File: src/rtl/cond_pkg.sv
// rtl/cond_pkg.sv - condition codes, flag register type and reset value for cond_unit
package cond_pkg;

  typedef enum logic [3:0] {
    COND_NEVER = 4'd0,
    COND_EQ    = 4'd1,
    COND_LT    = 4'd2,
    COND_LE    = 4'd3,
    COND_AL    = 4'd4,
    COND_NE    = 4'd5,
    COND_GE    = 4'd6,
    COND_GT    = 4'd7,
    COND_LTU   = 4'd8,
    COND_LEU   = 4'd9,
    COND_GEU   = 4'd10,
    COND_GTU   = 4'd11,
    COND_MI    = 4'd12,
    COND_VS    = 4'd13,
    COND_RSV14 = 4'd14,
    COND_RSV15 = 4'd15
  } cond_e;

  typedef struct packed {
    logic z;
    logic n;
    logic c;
    logic v;
  } flags_t;

  localparam flags_t FLAGS_RESET = '{z: 1'b1, n: 1'b0, c: 1'b0, v: 1'b0};

endpackage

File: src/rtl/cond_eval.sv
// rtl/cond_eval.sv - combinational condition decode from flags and condition code
module cond_eval
  import cond_pkg::*;
(
  input  flags_t flags,
  input  cond_e  cond,
  output logic   taken,
  output logic   illegal
);

  logic lt_s;
  logic le_u;

  assign lt_s = flags.n ^ flags.v;
  assign le_u = !flags.c | flags.z;

  always_comb begin
    taken   = 1'b0;
    illegal = 1'b0;
    case (cond)
      COND_NEVER: taken = 1'b0;
      COND_EQ:    taken = flags.z;
      COND_LT:    taken = lt_s;
      COND_LE:    taken = flags.z | lt_s;
      COND_AL:    taken = 1'b1;
      COND_NE:    taken = !flags.z;
      COND_GE:    taken = !lt_s;
      COND_GT:    taken = !flags.z & !lt_s;
      COND_LTU:   taken = !flags.c;
      COND_LEU:   taken = le_u;
      COND_GEU:   taken = flags.c;
      COND_GTU:   taken = !le_u;
      COND_MI:    taken = flags.n;
      COND_VS:    taken = flags.v;
      default:    illegal = 1'b1;
    endcase
  end

endmodule

File: src/rtl/cond_unit.sv
// rtl/cond_unit.sv - flag register, single-stage condition request/result pipe and taken counter
module cond_unit
  import cond_pkg::*;
#(
  parameter int DATA_W = 8,
  parameter int CNT_W  = 16
) (
  input  logic              clk,
  input  logic              reset,
  input  logic              flags_we,
  input  logic [DATA_W-1:0] alu_result,
  input  logic              alu_carry,
  input  logic              alu_ovf,
  input  logic              req_valid,
  output logic              req_ready,
  input  logic [3:0]        req_cond,
  input  logic              req_src,
  input  logic [DATA_W-1:0] req_value,
  output logic              res_valid,
  output logic              res_taken,
  output logic              res_illegal,
  input  logic              res_ready,
  output logic [CNT_W-1:0]  taken_count
);

  flags_t flags_q;
  flags_t alu_flags;
  flags_t val_flags;
  flags_t eval_flags;
  logic   eval_taken;
  logic   eval_illegal;
  logic   accept;
  logic   drain;

  assign alu_flags = '{z: ~|alu_result, n: alu_result[DATA_W-1], c: alu_carry, v: alu_ovf};
  assign val_flags = '{z: ~|req_value, n: req_value[DATA_W-1], c: 1'b0, v: 1'b0};

  // Flags written this cycle are visible to a same-cycle register-sourced request.
  assign eval_flags = req_src  ? val_flags :
                      flags_we ? alu_flags : flags_q;

  assign req_ready = !res_valid | res_ready;
  assign accept    = req_valid & req_ready;
  assign drain     = res_valid & res_ready;

  cond_eval u_eval (
    .flags   (eval_flags),
    .cond    (cond_e'(req_cond)),
    .taken   (eval_taken),
    .illegal (eval_illegal)
  );

  always_ff @(posedge clk or posedge reset) begin
    if (reset) begin
      flags_q     <= FLAGS_RESET;
      res_valid   <= 1'b0;
      res_taken   <= 1'b0;
      res_illegal <= 1'b0;
      taken_count <= '0;
    end else begin
      if (flags_we) begin
        flags_q <= alu_flags;
      end
      if (accept) begin
        res_valid   <= 1'b1;
        res_taken   <= eval_taken;
        res_illegal <= eval_illegal;
      end else if (res_ready) begin
        res_valid <= 1'b0;
      end
      if (drain && res_taken && (taken_count != {CNT_W{1'b1}})) begin
        taken_count <= taken_count + CNT_W'(1);
      end
    end
  end

endmodule

File: config.mk
export PLATFORM = sky130hd
export DESIGN_NAME = cond_unit
export DESIGN_NICKNAME = d
export VERILOG_FILES = /design/src/rtl/cond_pkg.sv /design/src/rtl/cond_eval.sv /design/src/rtl/cond_unit.sv
export SDC_FILE = /design/constraint.sdc
export NUM_CORES = 1
export LEC_CHECK = 0
export CAP_MARGIN = 20
export CORE_ASPECT_RATIO = 0.8
export CORE_MARGIN = 4
export CORE_UTILIZATION = 39
export CTS_CLUSTER_DIAMETER = 200
export CTS_CLUSTER_SIZE = 30
export DETAILED_ROUTE_END_ITERATION = 12
export GPL_TIMING_DRIVEN = 0
export PLACE_DENSITY = 0.83
export SKIP_LAST_GASP = 1
export SLEW_MARGIN = 10
export SYNTH_ARGS = -nofsm -noshare
export SYNTH_HDL_FRONTEND = slang
export SYNTH_HIERARCHICAL = 1
export SYNTH_SLANG_ARGS = --single-unit
File: constraint.sdc
create_clock -name clk -period 1.7 [get_ports clk]
set_clock_uncertainty 0.05 [all_clocks]
set_input_delay 0.425 -clock clk [delete_from_list [all_inputs] [get_ports clk]]
set_output_delay 0.425 -clock clk [all_outputs]
set_load 0.1 [all_outputs]
==> metrics.md, run 1 <==
| Metric | Value |
|---|---|
| Synth Area in Simple Gates | 28.4% |
| GRT Overall Usage | 17.1% |
| Hold Buf Count CTS | 0 |
| Die Wd | 72.2 um |
| Post-Layout Cell Count | 221 |
| Max-slew violations | 0 |
| Max-Cap Viols | 0 |
| Metal2 WL | 1.76 mm |
| Number of buffers created by CTS | 3 |
| Count of final setup violators | 1 |
| Seq/Total Area, Yosys | 44.9% |
| Hold Crit Start | taken_count[15]$_DFFE_PP0P_ |
| Synthesized area | 1280 sq um |
| Detail Placement HPWL | 2.42 mm |
| Endpoint type of the worst setup path | flip-flop |
| Critical Path Start Type | input pin |
| Die Area | 4280 sq um |
| Post-detailed-route wirelength per cell | 15.8 um |
| Row Count | 18 |
| Placed inst area | 1890 sq um |
| Maximum clock rate | 546 MHz |
| WL final | 3.49 mm |
| Sw frac | 47.4% |
| Met3 WL | 218 um |
| Die height | 59.3 um |
| Critical Path Max Stage Delay | 0.28 ns |
| Top Metal Used | met4 |
| DRT met1 WL | 1.45 mm |
| Overall Power | 2.00 mW |
| Crit-path cells | clkdlybuf4s15_1 -> nor4_1 -> nand2_1 -> o2bb2ai_4 -> nand4_1 -> a311oi_2 -> a311oi_2 -> mux2_4 |
| CORE AREA | 3130 sq um |
| Syn Nets | 151 |
| CP max stage cell | mux2_4 |
| Status | finished, violations left |
| Final antenna-violating net count | 0 |
| Pin count of the biggest net entering global routing | 24 |
| Initial core utilization | 41.0% |
| Clock period minus worst slack | 1.83 ns |
| Mux cell area share after synthesis | 7.21% |
| Area delta synth->final | 59.0% |
| I/O pin total | 48 |
| Worst setup margin | -0.131 ns |
| Yosys cell types | 39 |
| Switch Pwr | 0.946 mW |
| CTS tree | yes |
| Buf+Inv Stages, Crit Path | 1 |
| Worst r2r src | flags_q[3]$_DFF_PP1_ |
| Gate power share | 45.2% |
| Antenna violations before repair | 0 |
| Antenna Cells | 0 |
| Most used cell, CP | a311oi_2 |
| Mapped Avg Cell Area | 10.5 sq um |
| Critical Path RT | 1.80 ns |
| Post-route cell area | 2040 sq um |
| Unrepaired setup endpoints after global routing | yes |
| Input/output buffers | 46 |
| Xor and xnor fraction of the mapped netlist area | 8.18% |
| Clock power frac | 16.8% |
| Arrival time worst endpoint | 1.93 ns |
| Pwr/cell area | 977 nW/um^2 |
| Synthesized flop and latch total | 23 |
| Vias | 1190 |
| CP Launch Point | req_value[6] |
| Tcrit/Tclk final | 108% |
| Post-Synth Adder-Cell Area | 0.974% |
| Max IR drop VDD | 0.982 mV |
| Via/cell ratio | 5.38 |
| Clock Tree Root | clkbuf_8 |
| Clock Latency Late Sink | 0.26 ns |
| Place WS | -0.989 ns |
| Part of the power in registers | 37.9% |
| Worst-path maximum fanout | 2 |
| Clock sink count | 23 |
| Worst slew margin | 42.2% |
| Global-route wire length before repair | 5.62 mm |
| Routability cong. | 0.826 |
| Yosys warns | 6 |
| Placed cells | 208 |
| Mapped Cells | 122 |
| H-tree depth | 1 |
| Gr ovfl total | 0 |
| Final net count | 211 |
| Failing checks | negative setup slack |
| Slew of the pin with the lowest slew margin | 0.866 ns |
| Worst-path clk slew | 0.08 ns |
| Cell family with most CP delay | simple AND/OR/NAND/NOR gates |
| Final hold slack | 0.434 ns |
| Vias in the first global route | 1211 |
| Leak | 0.942 nW |
| Initial DRC count | 58 |
| Drc violations | 0 |
| Share of cells above drive strength 1 | 54.7% |
| DR pass1 iterations | 4 |
| Largest family of logic cells by synthesized area | simple AND/OR/NAND/NOR gates |
| Min-delay worst type | flip-flop to flip-flop |
| Final hold vios | 0 |
| Crit Path Category | input pin to flip-flop |
| Total internal power | 1.05 mW |
| Max Root-Sink Buffers | 2 |
| Synth Area in Compound Gates | 7.69% |
[cell type report]
class | instances | area (sq um)
clock buffers | 3 | 41.3
multi-input cells | 92 | 880
plain buffers | 1 | 11.3
repair buffers | 55 | 407
fillers | 225 | 1090
clock inverters | 1 | 5.00
well taps | 40 | 50.0
inverters | 6 | 22.5
flip-flops and latches | 23 | 627
[Yosys cell counts (all sizes together)]
library cell   n  area (sq um)
a31oi          1          6.26
and3           4          26.3
or3            2          17.5
nor2           8          30.0
nor3b          2          15.0
dfrtp         22           551
nor4           4          31.3
a21oi          2          10.0
a311oi         2          17.5
nand2b         3          18.8
o32ai          1          8.76
mux2           7          82.6
nand4          8          71.3
xor2           9          78.8
and2           2          12.5
dfstp          1          26.3
nand2          7          26.3
buf            1          11.3
o2bb2ai        1          8.76
a22o           1          10.0
nor4b          3          32.5
a22oi          1          7.51
ha             1          12.5
nor3           4          20.0
o21ai          3          15.0
nand3          6          30.0
o31ai          2          15.0
and4           3          26.3
nand3b         1          7.51
mux2i          1          10.0
inv            6          22.5
xnor2          3          26.3
[sequential cells by signal (all words and copies together) (netlist names)]
signal       flops
flags_q          4
res_taken        1
taken_count     16
res_valid        1
res_illegal      1
[metal layers]
| layer | vias up | GRT usage, % |
|---|---|---|
| met5 | - | 0 |
| met4 | 0 | 6.97 |
| met3 | 6 | 3.22 |
| met2 | 42 | 30.7 |
| met1 | 573 | 20.0 |
| li1 | 569 | - |
[per-stage QoR]
step | util [%] | TNS (ns)
5_1_grt | 65.3 | -0.196
6_report | 65.3 | -0.131
3_3_place_gp | 60.4 | -9.76
4_1_cts | 62.7 | -0.163
2_1_floorplan | - | -0.636
3_5_place_dp | 60.4 | -10.15
[power groups by stage]
| stage | logic [mW] | clock network [mW] | registers (mW) |
|---|---|---|---|
| floorplan | 0.195 | 0 | 1.22 |
| global placement | 0.893 | 0 | 0.762 |
| detailed placement | 0.908 | 0 | 0.770 |
| CTS | 0.882 | 0.347 | 0.758 |
| global route | 0.943 | 0.380 | 0.772 |
| finish | 0.902 | 0.336 | 0.757 |
[timing repair]
action	CTS	global route
pin swaps	19	16
setup endpoints to repair	25	7
buffers inserted	5	4
resized for setup	153	28
[cell families (layout without fill, tap and decap cells)]
group | Yosys count | in the layout
mux | 8 | 8
flops | 23 | 23
buf+inv | 7 | 66
xor+xnor | 12 | 12
fa+ha+maj | 1 | 1
simple gates | 57 | 57
compound gates | 14 | 14
[path summary, 6_finish.rpt]
path / end / slack [ns] / cells after the start
max: res_taken$_DFFE_PP0P_ / -0.13 / 8
max in group asynchronous: taken_count[5]$_DFFE_PP0P_ / 0.38 / 2
min: taken_count[15]$_DFFE_PP0P_ / 0.43 / 1
min in group asynchronous: taken_count[3]$_DFFE_PP0P_ / 0.59 / 2
max reg2reg: res_taken$_DFFE_PP0P_ / -0.11 / 7
min reg2reg: taken_count[15]$_DFFE_PP0P_ / 0.43 / 1
[layout by cell type, fill, tap and decap left out, types with 2 or more instances in the layout]
| master | Yosys | routed |
|---|---|---|
| nor4_4 | 0 | 2 |
| dfrtp_4 | 0 | 11 |
| dfrtp_1 | 22 | 4 |
| and4_1 | 3 | 3 |
| nand2b_1 | 3 | 2 |
| inv_1 | 6 | 5 |
| o21ai_0 | 3 | 2 |
| nand3_1 | 6 | 4 |
| mux2_2 | 6 | 2 |
| a21oi_1 | 2 | 2 |
| clkbuf_2 | 0 | 3 |
| a311oi_2 | 0 | 2 |
| clkbuf_8 | 0 | 3 |
| dfrtp_2 | 0 | 7 |
| and3_1 | 3 | 3 |
| xnor2_1 | 3 | 2 |
| nand3_2 | 0 | 2 |
| or3_4 | 1 | 2 |
| o31ai_1 | 2 | 2 |
| clkdlybuf4s50_1 | 0 | 4 |
| mux2_4 | 1 | 5 |
| xor2_1 | 9 | 9 |
| nor3_1 | 4 | 4 |
| nor2_1 | 8 | 5 |
| buf_4 | 0 | 10 |
| buf_6 | 1 | 4 |
| nand2_1 | 7 | 7 |
| buf_2 | 0 | 21 |
| clkdlybuf4s15_1 | 0 | 7 |
| dlygate4sd2_1 | 0 | 5 |
| nor4b_4 | 0 | 2 |
| and2_4 | 0 | 2 |
| nand4_1 | 6 | 6 |
| nor2_4 | 0 | 3 |
No activity file was read; power rests on OpenSTA's default activity.
==> inputs of run 2 (changes only) <==
GPL_TIMING_DRIVEN = 1   (was 0)
==> run 2 against run 1 <==
The flow still finishes with violations (negative setup slack). Setup slack got worse by 0.027 ns. First-iteration DRC count increased by 33%. Final cell count increased by 6.3%. Utilization increased by 12 points. Global-route usage increased by 3.2 points. Via count increased by 14%. Non-clock buffer count increased by 14. Combinational power increased by 40%. Worst hold slack got worse by 0.051 ns. Wire length increased by 23%. Maximum frequency decreased by 1.5%.
==> metrics.md, run 2 (synthesis gave the netlist of run 1 again) <==
| Metric | Value |
|---|---|
| Endpoint type of the worst setup path | flip-flop |
| Met2 GRT Util | 39.3% (+8.6 points) |
| Min-delay worst type | input pin to flip-flop |
| Status | finished, violations left |
| Clock period minus worst slack | 1.86 ns (+0.0275 ns) |
| Post-route cell area | 2410 sq um (+18%) |
| Gr ovfl total | 0 (unchanged) |
| GRT met1 Usage | 20.7% (+0.72 points) |
| Max-slew violations | 0 (unchanged) |
| Leading cell type in the layout, fill and taps excluded | buf_4 |
| Routability cong. | 0.806 (-2.4%) |
| Antenna Cells | 0 (unchanged) |
| Clock Tree Root | clkbuf_8 |
| Top flop regs | taken_count (16), flags_q (4) |
| Detail Placement HPWL | 2.92 mm (+21%) |
| Number of buffers created by CTS | 3 (unchanged) |
| Critical Path RT | 1.80 ns (about the same) |
| FF-to-FF path depth | 7 (unchanged) |
| Slew of the pin with the lowest slew margin | 0.352 ns (-0.514 ns) |
| Hold Crit Depth | 4 (+3) |
| CORE AREA | 3130 sq um (unchanged) |
| Place WS | -0.930 ns (+0.0598 ns) |
| Hold Buf Count CTS | 0 (unchanged) |
| Max reg flops | 16 (unchanged) |
| Post-detailed-route wirelength per cell | 18.2 um (+15%) |
| Leak | 1.06 nW (+13%) |
| Unrepaired setup endpoints after global routing | yes |
| CTS tree | yes |
| Drc violations | 0 (unchanged) |
| Initial core utilization | 41.0% (unchanged) |
| Via/cell ratio | 5.79 (+7.6%) |
| Share of cells above drive strength 1 | 59.0% (+4.3 points) |
| Die height | 59.3 um (unchanged) |
| I/O pin total | 48 (unchanged) |
| WL final | 4.28 mm (+23%) |
| GRT Overall Usage | 20.2% (+3.2 points) |
| Worst-path clk slew | 0.07 ns (about the same) |
| Placed inst area | 2190 sq um (+16%) |
| Max IR drop VDD | 0.892 mV (-9.1%) |
| Global-route wire length before repair | 6.67 mm (+19%) |
| Post-Layout Cell Count | 235 (+6.3%) |
| Worst-path maximum fanout | 8 (+6) |
| Clock Latency Late Sink | 0.27 ns (about the same) |
| Initial DRC count | 77 (+33%) |
| Pwr/cell area | 979 nW/um^2 (+0.25%) |
| Overall Power | 2.36 mW (+18%) |
| DR pass1 iterations | 5 (+1) |
| Gr busiest metal | met2 |
| Area delta synth->final | 87.9% |
| Maximum clock rate | 538 MHz (-1.5%) |
| Most frequent cells in the layout | buf_4, buf_12, dfrtp_4 |
| Setup TNS Final | -0.158 ns (-0.0275 ns) |
| Placed cells | 221 (+6.3%) |
| Final hold vios | 0 (unchanged) |
| Failing checks | negative setup slack |
| Biggest register | taken_count |
| Final net count | 225 (+6.6%) |
| Vias | 1361 (+14%) |
| Clock sink count | 23 (unchanged) |
| Worst setup margin | -0.158 ns (-0.0275 ns) |
| Tcrit/Tclk final | 109% (+1.6 points) |
| Die Wd | 72.2 um (unchanged) |
| Arrival time worst endpoint | 1.96 ns (+0.03 ns) |
| Vias in the first global route | 1473 (+22%) |
| Max Root-Sink Buffers | 2 (unchanged) |
| Critical Path Start Type | input pin |
| Met3 usage | 5.25% (+2.0 points) |
| H-tree depth | 1 (unchanged) |
| Count of final setup violators | 1 (unchanged) |
| Die Area | 4280 sq um (unchanged) |
| Final antenna-violating net count | 0 (unchanged) |
| Input/output buffers | 47 (+2.2%) |
| Max-Cap Viols | 0 (unchanged) |
| Row Count | 18 (unchanged) |
| Crit Path Category | input pin to flip-flop |
| Worst slew margin | 76.4% (+34 points) |
| Antenna violations before repair | 0 (unchanged) |
| Pin count of the biggest net entering global routing | 24 (unchanged) |
-- run 2: cell types whose count changed in the layout (fill, tap and decap cells not counted), moves of 2 or more --
| cell | previous run | this run |
|---|---|---|
| clkdlybuf4s50_1 | 4 | 6 |
| buf_2 | 21 | 8 |
| buf_6 | 4 | 2 |
| clkbuf_2 | 3 | 1 |
| buf_12 | 0 | 20 |
| buf_4 | 10 | 22 |
-- run 2: final cells by class --
type / instances / area, sq um
multi-input cells: 92 / 872
inverters: 6 / 22.5
fillers: 174 / 716
well taps: 40 / 50.0
clock inverters: 1 / 5.00
repair buffers: 70 / 797
clock buffers: 3 / 41.3
flip-flops and latches: 23 / 627
-- run 2: layer usage --
metal	wire length, um	share of wire (%)	vias up
met4	174	4.1	0
met3	335	7.8	20
met5	0	0	-
li1	-	-	605
met1	1410	33	651
met2	2360	55	85
-- run 2: critical path, cell delays in order --
cell,delay [ns]
clkdlybuf4s50_1,0.68
a22oi_2,0.12
o32ai_2,0.36
a311oi_2,0.09
mux2_4,0.28
-- run 2: final timing paths --
kind	startpoint	to	slack, ns
setup / recovery	req_cond[3]	res_taken$_DFFE_PP0P_	-0.16
hold / removal	alu_result[6]	flags_q[3]$_DFF_PP1_	0.38
setup reg to reg	flags_q[0]$_DFF_PP0_	res_taken$_DFFE_PP0P_	-0.15
hold reg to reg	flags_q[3]$_DFF_PP1_	flags_q[3]$_DFF_PP1_	0.45
max in group asynchronous	reset	flags_q[3]$_DFF_PP1_	0.87
min in group asynchronous	reset	taken_count[9]$_DFFE_PP0P_	0.44
-- run 2: what timing repair did --
item,CTS,global route
endpoints found under the setup margin,5,6
setup buffers,10,0
cloned,0,0
pin swaps,21,10
gates resized for setup,66,18
-- run 2: per-stage QoR --
step                      util [%]  hold WS (ns)
after floorplan                  -         0.376
after global routing          77.1         0.391
after global placement        69.9         0.438
after detailed placement      69.9         0.440
after CTS                     74.3         0.389
final                         77.1         0.383
-- run 2: where the power goes --
group | leakage [nW] | internal (mW) | switching (mW)
logic | 0.767 | 0.504 | 0.755
clock network | 0.0255 | 0.164 | 0.180
registers | 0.268 | 0.651 | 0.112
total | 1.06 | 1.32 | 1.05
